## src/rtl/game_pkg.sv

```systemverilog
// Shared game definitions: state encoding and counter widths used by the
// rules stage, the game FSM and the display path.
package game_pkg;

    localparam int SCORE_W = 8;
    localparam int LIVES_W = 4;
    localparam int TIME_W  = 8;

    // Rules-stage state encoding.
    typedef enum logic [1:0] {
        ST_IDLE = 2'd0,
        ST_RUN  = 2'd1,
        ST_WON  = 2'd2,
        ST_LOST = 2'd3
    } track_state_t;

endpackage

```

## src/rtl/tick_gen.sv

```systemverilog
// Prescaler for the countdown timer: counts 0..TICK_DIV-1 while enabled and
// flags the wrap cycle with a one-cycle tick.
module tick_gen #(
    parameter int TICK_DIV = 100_000_000
) (
    input  logic clk,
    input  logic reset,
    input  logic enable,
    input  logic clear,
    output logic tick
);

    localparam int CNT_W = (TICK_DIV > 2) ? $clog2(TICK_DIV) : 1;
    localparam logic [CNT_W-1:0] LAST = CNT_W'(TICK_DIV - 1);

    logic [CNT_W-1:0] cnt;

    // The tick marks the cycle whose edge wraps the counter back to zero.
    assign tick = enable && (cnt == LAST);

    // Clear wins over enable; with neither the count is frozen.
    always_ff @(posedge clk) begin
        if (reset || clear) begin
            cnt <= '0;
        end else if (enable) begin
            cnt <= (cnt == LAST) ? '0 : cnt + CNT_W'(1);
        end
    end

endmodule

```

## src/rtl/score_tracker.sv

```systemverilog
// Game-rules stage: tracks score, lives and the countdown during play and
// produces the win/lose levels consumed by the top-level game FSM.
module score_tracker
    import game_pkg::*;
#(
    parameter int TICK_DIV     = 100_000_000,
    parameter int TARGET_SCORE = 50,
    parameter int START_LIVES  = 3,
    parameter int GAME_SECONDS = 60
) (
    input  logic               clk,
    input  logic               reset,
    input  logic               q_start,
    input  logic               q_playing,
    input  logic               hit,
    input  logic               miss,
    output logic               win,
    output logic               lose,
    output logic [SCORE_W-1:0] score,
    output logic [LIVES_W-1:0] lives,
    output logic [TIME_W-1:0]  time_left
);

    localparam logic [SCORE_W-1:0] SCORE_MAX  = SCORE_W'(TARGET_SCORE);
    localparam logic [LIVES_W-1:0] LIVES_INIT = LIVES_W'(START_LIVES);
    localparam logic [TIME_W-1:0]  TIME_INIT  = TIME_W'(GAME_SECONDS);

    track_state_t       state, state_nxt;
    logic [SCORE_W-1:0] score_nxt;
    logic [LIVES_W-1:0] lives_nxt;
    logic [TIME_W-1:0]  time_nxt;
    logic               tick, tick_en, tick_clr;

    tick_gen #(
        .TICK_DIV (TICK_DIV)
    ) u_tick (
        .clk    (clk),
        .reset  (reset),
        .enable (tick_en),
        .clear  (tick_clr),
        .tick   (tick)
    );

    // Flags decode straight from the registered state, so they can never
    // both be high and they track the counters that decided them.
    assign win  = (state == ST_WON);
    assign lose = (state == ST_LOST);

    // State and counter registers; reset lands on the reload values.
    always_ff @(posedge clk) begin
        if (reset) begin
            state     <= ST_IDLE;
            score     <= '0;
            lives     <= LIVES_INIT;
            time_left <= TIME_INIT;
        end else begin
            state     <= state_nxt;
            score     <= score_nxt;
            lives     <= lives_nxt;
            time_left <= time_nxt;
        end
    end

    // Next-state and counter updates. The RUN exit decision looks at the
    // updated counter values, so a win on the same edge as the last miss or
    // the last tick still counts as a win.
    always_comb begin
        state_nxt = state;
        score_nxt = score;
        lives_nxt = lives;
        time_nxt  = time_left;
        tick_en   = 1'b0;
        tick_clr  = 1'b0;

        unique case (state)
            ST_IDLE: begin
                // Held at the reload values; prescaler parked at zero so
                // the first second of play is a full TICK_DIV cycles.
                score_nxt = '0;
                lives_nxt = LIVES_INIT;
                time_nxt  = TIME_INIT;
                tick_clr  = 1'b1;
                if (q_playing && !q_start) begin
                    state_nxt = ST_RUN;
                end
            end

            ST_RUN: begin
                if (q_start) begin
                    // Abort: back to IDLE without reporting a result.
                    state_nxt = ST_IDLE;
                    score_nxt = '0;
                    lives_nxt = LIVES_INIT;
                    time_nxt  = TIME_INIT;
                    tick_clr  = 1'b1;
                end else if (q_playing) begin
                    tick_en = 1'b1;
                    if (hit && (score != SCORE_MAX)) begin
                        score_nxt = score + SCORE_W'(1);
                    end
                    if (miss && (lives != '0)) begin
                        lives_nxt = lives - LIVES_W'(1);
                    end
                    if (tick && (time_left != '0)) begin
                        time_nxt = time_left - TIME_W'(1);
                    end
                    if (score_nxt == SCORE_MAX) begin
                        state_nxt = ST_WON;
                    end else if ((lives_nxt == '0) || (time_nxt == '0)) begin
                        state_nxt = ST_LOST;
                    end
                end
                // Otherwise the FSM has already left PLAYING: hold everything.
            end

            ST_WON, ST_LOST: begin
                // Result frozen until the FSM re-arms through START.
                if (q_start) begin
                    state_nxt = ST_IDLE;
                    score_nxt = '0;
                    lives_nxt = LIVES_INIT;
                    time_nxt  = TIME_INIT;
                    tick_clr  = 1'b1;
                end
            end

            default: begin
                state_nxt = ST_IDLE;
            end
        endcase
    end

endmodule

```

## config.mk

```make
export PLATFORM = sky130hd
export DESIGN_NAME = score_tracker
export DESIGN_NICKNAME = d
export VERILOG_FILES = /design/src/rtl/game_pkg.sv /design/src/rtl/tick_gen.sv /design/src/rtl/score_tracker.sv
export SDC_FILE = /design/constraint.sdc
export NUM_CORES = 1
export LEC_CHECK = 0
export CAP_MARGIN = 10
export CORE_AREA = 2 2 85 67
export CTS_BUF_LIST = sky130_fd_sc_hd__clkbuf_16
export DETAILED_ROUTE_END_ITERATION = 8
export DIE_AREA = 0 0 87 69
export GPL_TIMING_DRIVEN = 0
export PLACE_DENSITY = 0.78
export SLEW_MARGIN = 5
export SYNTH_ARGS = -nofsm -noshare
export SYNTH_HDL_FRONTEND = slang
export SYNTH_SLANG_ARGS = --single-unit
```

## constraint.sdc

```tcl
create_clock -name clk -period 2.4 [get_ports clk]
set_input_delay 0.24 -clock clk [delete_from_list [all_inputs] [get_ports clk]]
set_output_delay 0.24 -clock clk [all_outputs]
set_load 0.01 [all_outputs]
```

==> qor.csv <==
metric,value,unit
status,completed,
overflow,0,
clock_latency,0.29,ns
netlist_area,0.00286,mm^2
port_buffers,27,
clk_path_buf_depth,2,
slowest_stage,clkdlybuf4s50_1,
ant_nets,0,
cts_hold_buf,0,
p_leak,1.13,nW
drtIter0Drc,140,
grt_max_degree,17,
finalCritPeriodShare,95.3,%
gp_congestion,0.864,
htreeDepth,2,
drc,0,
critPathMaxStageDelay,0.54,ns
avgSynthCellArea,8.02,um^2
tightest_slew,0.930,ns
p_per_area,491,mW/mm^2
vias,2663,
syn_to_final_growth,19.2,%
dp_slack,-0.283,ns
total_power,1.68,mW
initial_core_util,55.6,%
slew_violations,0,
via_per_inst,5.87,
syn_inst,357,
synth.net_count,369,
path_max_fanout,10,
synth_warnings,0,
setup_ws,0.112,ns
synth_flop_cell,dfxtp_1,
mostFrequentLayoutCells,"53 x nor2_1, 49 x dfxtp_1, 33 x nand2_1",
synth_edf_count,0,
antenna_found_initial,0,
cp_cell_sequence,clkdlybuf4s50_1 -> nand4bb_1 -> buf_6 -> or2_4 -> nor4_4 -> buf_6 -> mux2i_4 -> o211ai_1 -> o22ai_2,
setup-tns-final,0,ns
end_kind,register,
rows,23,
worstPathArrival,2.50,ns
die_x,87,um
worstPathRequired,2.62,ns
pin_count,28,
hold_class,input port to register,
cap_violations,0,
synth-seq-cells,49,
grt_pass1_wl,11.4,mm
cts_tree,built,
cts_buffers,5,
core_area,0.00515,mm^2
clockRootBuffer,clkbuf_16,
drive_above_1_share,8.42,%
ys_types,59,
die_area,0.00600,mm^2
post-route-min-period,2.29,ns
post-place-cells,446,
skew,0.00532,ns
ir_worst_vdd,0.355,mV
layout.cells.non_filler,454,
crit_top_cell,buf_6,
critical_path_class,input port to register,
grt_pass1_vias,2497,
fin_nets,403,
hold_viol,0,
drtPass1Iterations,4,
grt_usage,23.2,%
wire_per_inst,15.0,um
layout_commonest_cell,nor2_1,
synth-seq-area-share,34.3,%
cts.sinks,49,
async_reset_ff_share,0,%
slew-limit-headroom,37.8,%
fmax,437,MHz
final-setup-viol-count,0,
start_kind,input port,
antenna_cells,0,
clkSlewWorstSetupHoldPaths,0.07,ns
die_h,69,um
wl,6.82,mm
dp_hpwl,4.76,mm
==> metrics by stage <==
stage | util, % | hold WS (ns) | cell area, um^2
2_1_floorplan | - | 0.423 | 2860
3_3_place_gp | 62.3 | 0.465 | 3210
3_5_place_dp | 62.3 | 0.482 | 3210
4_1_cts | 65.6 | 0.495 | 3380
5_1_grt | 66.2 | 0.509 | 3410
6_report | 66.2 | 0.423 | 3410
==> layer usage <==
| layer | part of all wire [%] | global-route usage, % |
|---|---|---|
| met5 | 0 | 0 |
| met4 | 0.86 | 6.94 |
| met3 | 5.9 | 4.43 |
| met2 | 44 | 34.3 |
| met1 | 49 | 34.0 |
==> synthesized netlist by cell type, drive strengths merged, types with 4 or more instances <==
cell type	number	area share (%)
nand4	6	1.3
o21ai	15	2.8
buf	9	2.4
nor2	53	7.0
and4	4	1.2
dfxtp	49	34
nor4	9	3.0
and2	6	1.3
xnor2	16	4.9
a211oi	4	1.0
ha	6	2.6
nand3	15	2.6
a21oi	19	3.3
nor3	17	3.3
and3	5	1.1
inv	9	1.2
or2	5	1.2
nand2	34	4.7
or3	6	1.5
clkbuf	10	1.3
xor2	11	3.4
==> worst paths after layout <==
path	cells past startpoint	slack, ns	end	startpoint
hold / removal	4	0.42	state[0]$_SDFFE_PP0P_	q_start
setup / recovery	9	0.11	state[1]$_SDFFE_PP0P_	q_playing
setup reg to reg	9	0.12	state[1]$_SDFFE_PP0P_	state[1]$_SDFFE_PP0P_
hold reg to reg	2	0.49	u_tick.cnt[16]$_SDFFE_PP0N_	u_tick.cnt[16]$_SDFFE_PP0N_
==> worst max-delay path, delay by kind of cell <==
family / cells / cell delay, ns
AO/OA/AOI/OAI: 2 / 0.29
buffers and inverters: 3 / 0.94
multiplexers: 1 / 0.23
AND/OR/NAND/NOR: 3 / 0.80
==> what timing repair did <==
action                                  CTS  global route
gates resized for setup                   0             9
gates cloned                              0             0
setup buffers                             0             0
pin swaps                                 1             1
hold endpoints to repair                  0             0
endpoints found under the setup margin    1            21
==> cell type report <==
| class | count | area (um^2) |
|---|---|---|
| fill | 442 | 1740 |
| timing repair buffer | 27 | 273 |
| buffer | 19 | 115 |
| tap | 62 | 77.6 |
| multi-input combinational | 280 | 1760 |
| clock inverter | 3 | 46.3 |
| sequential | 49 | 981 |
| inverter | 9 | 33.8 |
| clock buffer | 5 | 125 |
==> kinds of logic (layout without fill, tap and decap cells) <==
family	Yosys count	count (layout)	share of synthesized area, %
simple gates	178	178	33.5
compound gates	66	66	15.4
flops	49	49	34.3
buf+inv	28	63	4.90
xor+xnor	27	27	8.26
fa+ha+maj	6	6	2.62
mux	3	3	1.05
==> power breakdown <==
part           total (mW)  internal, mW  switching (mW)
registers           0.815         0.814         0.00133
clock network       0.804         0.493           0.311
logic              0.0569        0.0212          0.0357
==> registers in the layout (all words and copies together), names as in the netlist <==
signal / count
u_tick.cnt: 27
score: 8
time_left: 8
lives: 4
state: 2
Power figures use the tool's default switching activity.
